**config.mk**
```make
export PLATFORM = sky130hd
export DESIGN_NAME = fec_frame_tx
export DESIGN_NICKNAME = d
export VERILOG_FILES = /design/src/rtl/fec_frame_tx.sv
export SDC_FILE = /design/constraint.sdc
export NUM_CORES = 1
export LEC_CHECK = 0
export CAP_MARGIN = 20
export CORE_ASPECT_RATIO = 1.2
export CORE_MARGIN = 10
export CORE_UTILIZATION = 46
export CTS_BUF_LIST = sky130_fd_sc_hd__clkbuf_8 sky130_fd_sc_hd__clkbuf_16
export DETAILED_ROUTE_END_ITERATION = 10
export GPL_TIMING_DRIVEN = 0
export PLACE_DENSITY = 0.73
export SLEW_MARGIN = 20
export SYNTH_ARGS = -nofsm -noshare
export SYNTH_HDL_FRONTEND = slang
export SYNTH_SLANG_ARGS = --single-unit
```
**constraint.sdc**
```tcl
create_clock -name clk -period 1.6 [get_ports clk]
set_clock_uncertainty 0.15 [all_clocks]
set_input_delay 0.32 -clock clk [delete_from_list [all_inputs] [get_ports clk]]
set_output_delay 0.32 -clock clk [all_outputs]
set_load 0.01 [all_outputs]
```
**src/rtl/fec_frame_tx.sv**
```systemverilog
// Serial transmitter for 2-D parity FEC frames: sync word, data, row/column
// parity, frame parity and stop bit, one bit per bit_en strobe.
module fec_frame_tx #(
    parameter int         WIDTH = 4,
    parameter int         DEPTH = 4,
    parameter logic [7:0] SYNC  = 8'hA5
) (
    input  logic                         clk,
    input  logic                         rst,
    input  logic [WIDTH-1:0][DEPTH-1:0]  data_in,
    input  logic [DEPTH-1:0]             row_parity,
    input  logic [WIDTH-1:0]             col_parity,
    input  logic                         start,
    input  logic                         bit_en,
    output logic                         tx_out,
    output logic                         busy,
    output logic                         frame_done,
    output logic                         overrun,
    output logic [2:0]                   dbg_state
);

    localparam int N    = WIDTH * DEPTH;
    localparam int PLEN = N + DEPTH + WIDTH;
    localparam int FLEN = PLEN + 10;
    localparam int CW   = $clog2(FLEN);

    typedef enum logic [2:0] {
        S_IDLE = 3'd0,
        S_SYNC = 3'd1,
        S_BODY = 3'd2,
        S_FPAR = 3'd3,
        S_STOP = 3'd4
    } state_t;

    state_t          r_state;
    logic [CW-1:0]   r_cnt;
    logic [PLEN-1:0] r_shadow;
    logic            r_fpar;
    logic            r_tx;
    logic            r_busy;
    logic            r_done;
    logic            r_ovr;

    // Packed data_in already has flat bit k at data_in[k/DEPTH][k%DEPTH],
    // so the payload in transmit order is a plain concatenation, bit 0 first.
    logic [PLEN-1:0] w_load_vec;
    logic            w_accept;

    assign w_load_vec = {col_parity, row_parity, data_in};
    assign w_accept   = start && ((r_state == S_IDLE) ||
                                  ((r_state == S_STOP) && bit_en));

    always_ff @(posedge clk or posedge rst) begin
        if (rst) begin
            r_state  <= S_IDLE;
            r_cnt    <= '0;
            r_shadow <= '0;
            r_fpar   <= 1'b0;
            r_tx     <= 1'b1;
            r_busy   <= 1'b0;
            r_done   <= 1'b0;
            r_ovr    <= 1'b0;
        end else begin
            r_done <= (r_state == S_STOP) && bit_en;
            r_ovr  <= start && !w_accept;
            if (w_accept) begin
                r_shadow <= w_load_vec;
                r_fpar   <= 1'b0;
                r_cnt    <= '0;
                r_state  <= S_SYNC;
                r_tx     <= SYNC[7];
                r_busy   <= 1'b1;
            end else begin
                case (r_state)
                    S_IDLE: begin
                        r_tx   <= 1'b1;
                        r_busy <= 1'b0;
                    end
                    S_SYNC: begin
                        if (bit_en) begin
                            if (r_cnt == CW'(7)) begin
                                r_state <= S_BODY;
                                r_cnt   <= '0;
                                r_tx    <= r_shadow[0];
                            end else begin
                                r_cnt <= r_cnt + CW'(1);
                                r_tx  <= SYNC[3'd6 - r_cnt[2:0]];
                            end
                        end
                    end
                    S_BODY: begin
                        // The shadow shifts down so bit 0 is always the bit on the line.
                        if (bit_en) begin
                            r_fpar   <= r_fpar ^ r_shadow[0];
                            r_shadow <= r_shadow >> 1;
                            if (r_cnt == CW'(PLEN - 1)) begin
                                r_state <= S_FPAR;
                                r_cnt   <= '0;
                                r_tx    <= r_fpar ^ r_shadow[0];
                            end else begin
                                r_cnt <= r_cnt + CW'(1);
                                r_tx  <= r_shadow[1];
                            end
                        end
                    end
                    S_FPAR: begin
                        if (bit_en) begin
                            r_state <= S_STOP;
                            r_cnt   <= '0;
                            r_tx    <= 1'b1;
                        end
                    end
                    S_STOP: begin
                        if (bit_en) begin
                            r_state <= S_IDLE;
                            r_cnt   <= '0;
                            r_tx    <= 1'b1;
                            r_busy  <= 1'b0;
                        end
                    end
                    default: begin
                        r_state <= S_IDLE;
                        r_cnt   <= '0;
                        r_tx    <= 1'b1;
                        r_busy  <= 1'b0;
                    end
                endcase
            end
        end
    end

    assign tx_out     = r_tx;
    assign busy       = r_busy;
    assign frame_done = r_done;
    assign overrun    = r_ovr;
    assign dbg_state  = r_state;

endmodule

```
==> flow_metrics.tcl <==
set metrics [dict create \
    vias_per_cell 5.587 \
    clock_latency_ns 0.30 \
    place_inst 293 \
    hold_violations 0 \
    worstSetupStartpointType "flop" \
    drc 0 \
    ys.flop_type "dfrtp_1" \
    place.gp.congestion 0.7889 \
    yosys_warnings 0 \
    fin_crit_sh 1.064 \
    power_leakage_nw 1.257 \
    cts-htree-levels 2 \
    fin_cells 332 \
    grt_overflow 0 \
    slew_headroom 0.7435 \
    chipWidth_um 79.49 \
    rsz0062_at_grt "yes" \
    finalWorstSetupSlack_ns -0.1029 \
    fp.dieArea_mm2 0.007263 \
    outcome "finished, violations left" \
    synthArstFlopShare 1.000 \
    fmax_mhz 587.2 \
    wirelength_mm 5.784 \
    synth.area.top_cells "dfrtp_1 (47%), nor2_1 (10%), o22ai_1 (8.0%)" \
    ys_seq_area_frac 0.4875 \
    dr.pass1.iters 4 \
    root_buffer "clkbuf_8" \
    cts.reportedPaths.clkPinSlew_ns 0.08 \
    wl_per_cell_um 17.42 \
    num_vias 1855 \
    worstPathRequired_ns 1.68 \
    synth_top_area_share 0.4741 \
    cap_violations 0 \
    slew_viol_final 0 \
    critPathCaptureType "flop" \
    cts_buffer_depth 2 \
    syn_area_mm2 0.001953 \
    violations "setup timing" \
    die_h_um 91.38 \
    floorplan.core_area_mm2 0.004035 \
    io_pins 35 \
    synth_enable_flop_cells 0 \
    arrival_ns 1.78 \
    drive_gt1_frac 0.3705 \
    critical_path_class "reg2reg" \
    start_util 0.4840 \
    setup_viol 31 \
    peakVddDrop_mv 0.8398 \
    worstHoldPathType "in2async" \
    grt_pass1_vias 1820 \
    antenna_found_initial 0 \
    cts_tree "built" \
    synth-seq-cells 38 \
    row_count 25 \
    clock_sinks 38 \
    dp_slack_ns -0.5468 \
    ant_nets 0 \
    power_density_mw_per_mm2 1344 \
    synth.avg_cell_area_um2 9.574 \
    grt_pass1_wl_mm 8.673 \
    worst_pin_slew_ns 0.3842 \
    min_period_ns 1.703 \
    fin_nets 306 \
    syn_to_final_growth_pct 55.73 \
    synth_cell_type_count 46 \
    cts_made_buffers 5 \
    cp_max_fo 6 \
    port_buffers 34 \
    synth.net_count 233 \
    n_antenna_cell 0 \
    synth_top_cell_by_area "dfrtp_1" \
    grt.total_usage 0.1471 \
    grt_max_degree 24 \
    syn_inst 204 \
    drt_iter0_drc 84 \
    hpwl_mm 3.196 \
]
## report_power, final
group | total, mW | internal (mW) | switching, mW
sequential | 1.69 | 1.36 | 0.334
combinational | 1.59 | 0.870 | 0.723
clock | 0.802 | 0.454 | 0.348
total | 4.09 | 2.68 | 1.41
## final timing paths
check | from | end | slack [ns] | depth (start not counted)
min | rst | r_shadow[8]$_DFFE_PP0P_ | 0.16 | 2
max reg2reg | dbg_state[1]$_DFFE_PP0P_ | r_shadow[15]$_DFFE_PP0P_ | -0.10 | 7
min reg2reg | r_shadow[16]$_DFFE_PP0P_ | r_shadow[16]$_DFFE_PP0P_ | 0.36 | 2
max in group asynchronous | rst | tx_out$_DFFE_PP1P_ | 0.62 | 3
min in group clk | r_shadow[16]$_DFFE_PP0P_ | r_shadow[16]$_DFFE_PP0P_ | 0.36 | 2
max | dbg_state[1]$_DFFE_PP0P_ | r_shadow[15]$_DFFE_PP0P_ | -0.10 | 7
## critical path, stage by stage (launching register included)
cell and delay (ns):
dfrtp_1 0.42, or2_1 0.26, buf_6 0.14, o31ai_4 0.18, buf_6 0.18, buf_8 0.14
nor2_4 0.04, nor2_2 0.12
## cell type report
type / instances / area [µm²]
inverters: 2 / 7.507
well taps: 54 / 67.56
flip-flops and latches: 38 / 953.4
multi-input cells: 151 / 1129
repair buffers: 66 / 644.4
fillers: 256 / 993.5
plain buffers: 13 / 133.9
clock inverters: 3 / 37.54
clock buffers: 5 / 68.82
## state kept, by name, summed over array words and instances (netlist names)
register	count
r_cnt	6
frame_done	1
busy	1
r_fpar	1
overrun	1
tx_out	1
dbg_state	3
r_shadow	24
## repair_timing
action                                  4_1_cts  5_1_grt
endpoints found under the setup margin       40       31
gates cloned                                  2        2
hold buffers                                  0        0
resized for setup                            41       51
setup buffers                                17       12
pin swaps                                     9       23
## per-layer routing
layer | up-vias | share of wire | GRT usage
li1 | 874 | - | -
met1 | 904 | 0.41 | 0.1704
met2 | 63 | 0.51 | 0.2372
met3 | 14 | 0.055 | 0.05128
met4 | 0 | 0.018 | 0.06437
met5 | - | 0 | 0
## metrics by stage
| step | power [mW] | area [µm²] | util | TNS, ns | hold slack, ns |
|---|---|---|---|---|---|
| 2_1_floorplan | 2.409 | 1966 | - | -0.01354 | 0.2754 |
| 3_3_place_gp | 2.708 | 2374 | 0.5882 | -36.36 | 0.3296 |
| 3_5_place_dp | 2.766 | 2401 | 0.5950 | -15.06 | 0.3335 |
| 4_1_cts | 3.745 | 2796 | 0.6930 | -1.429 | 0.1789 |
| 5_1_grt | 4.326 | 3042 | 0.7538 | -3.548 | 0.1963 |
| 6_report | 4.089 | 3042 | 0.7538 | -1.978 | 0.1593 |
## cells by family (layout without fill, tap and decap cells)
group / count (synthesis) / after routing / share of synthesized area
buffers and inverters: 15 / 89 / 0.05061
flip-flops: 38 / 38 / 0.4875
adder cells (fa/ha/maj): 1 / 1 / 0.006405
AO/OA/AOI/OAI: 53 / 53 / 0.1935
XOR/XNOR: 4 / 4 / 0.01794
multiplexers: 2 / 2 / 0.01025
AND/OR/NAND/NOR: 91 / 91 / 0.2338
## cells in the final DEF (no fill, tap or decap), types with 2 or more instances in the layout
master	n
a21oi_1	6
buf_2	3
buf_4	21
buf_6	18
buf_8	2
clkbuf_8	5
clkdlybuf4s50_1	25
dfrtp_1	36
dlygate4sd2_1	6
inv_1	3
nand2_1	10
nand2_2	2
nand3_1	4
nand3b_1	2
nor2_1	32
nor2_2	16
nor2_4	7
nor3b_4	2
o2111ai_1	2
o21a_4	2
o21ai_1	4
o22ai_1	23
xnor2_1	3
## cells in the mapped netlist, drive strengths merged, types with 3 or more instances
| cell type | number |
|---|---|
| o22ai | 25 |
| nand2 | 12 |
| buf | 12 |
| o21a | 3 |
| nand3 | 5 |
| a21oi | 6 |
| dfrtp | 37 |
| xnor2 | 3 |
| nor2 | 55 |
| o21ai | 7 |
(Power assumes the default switching activity.)
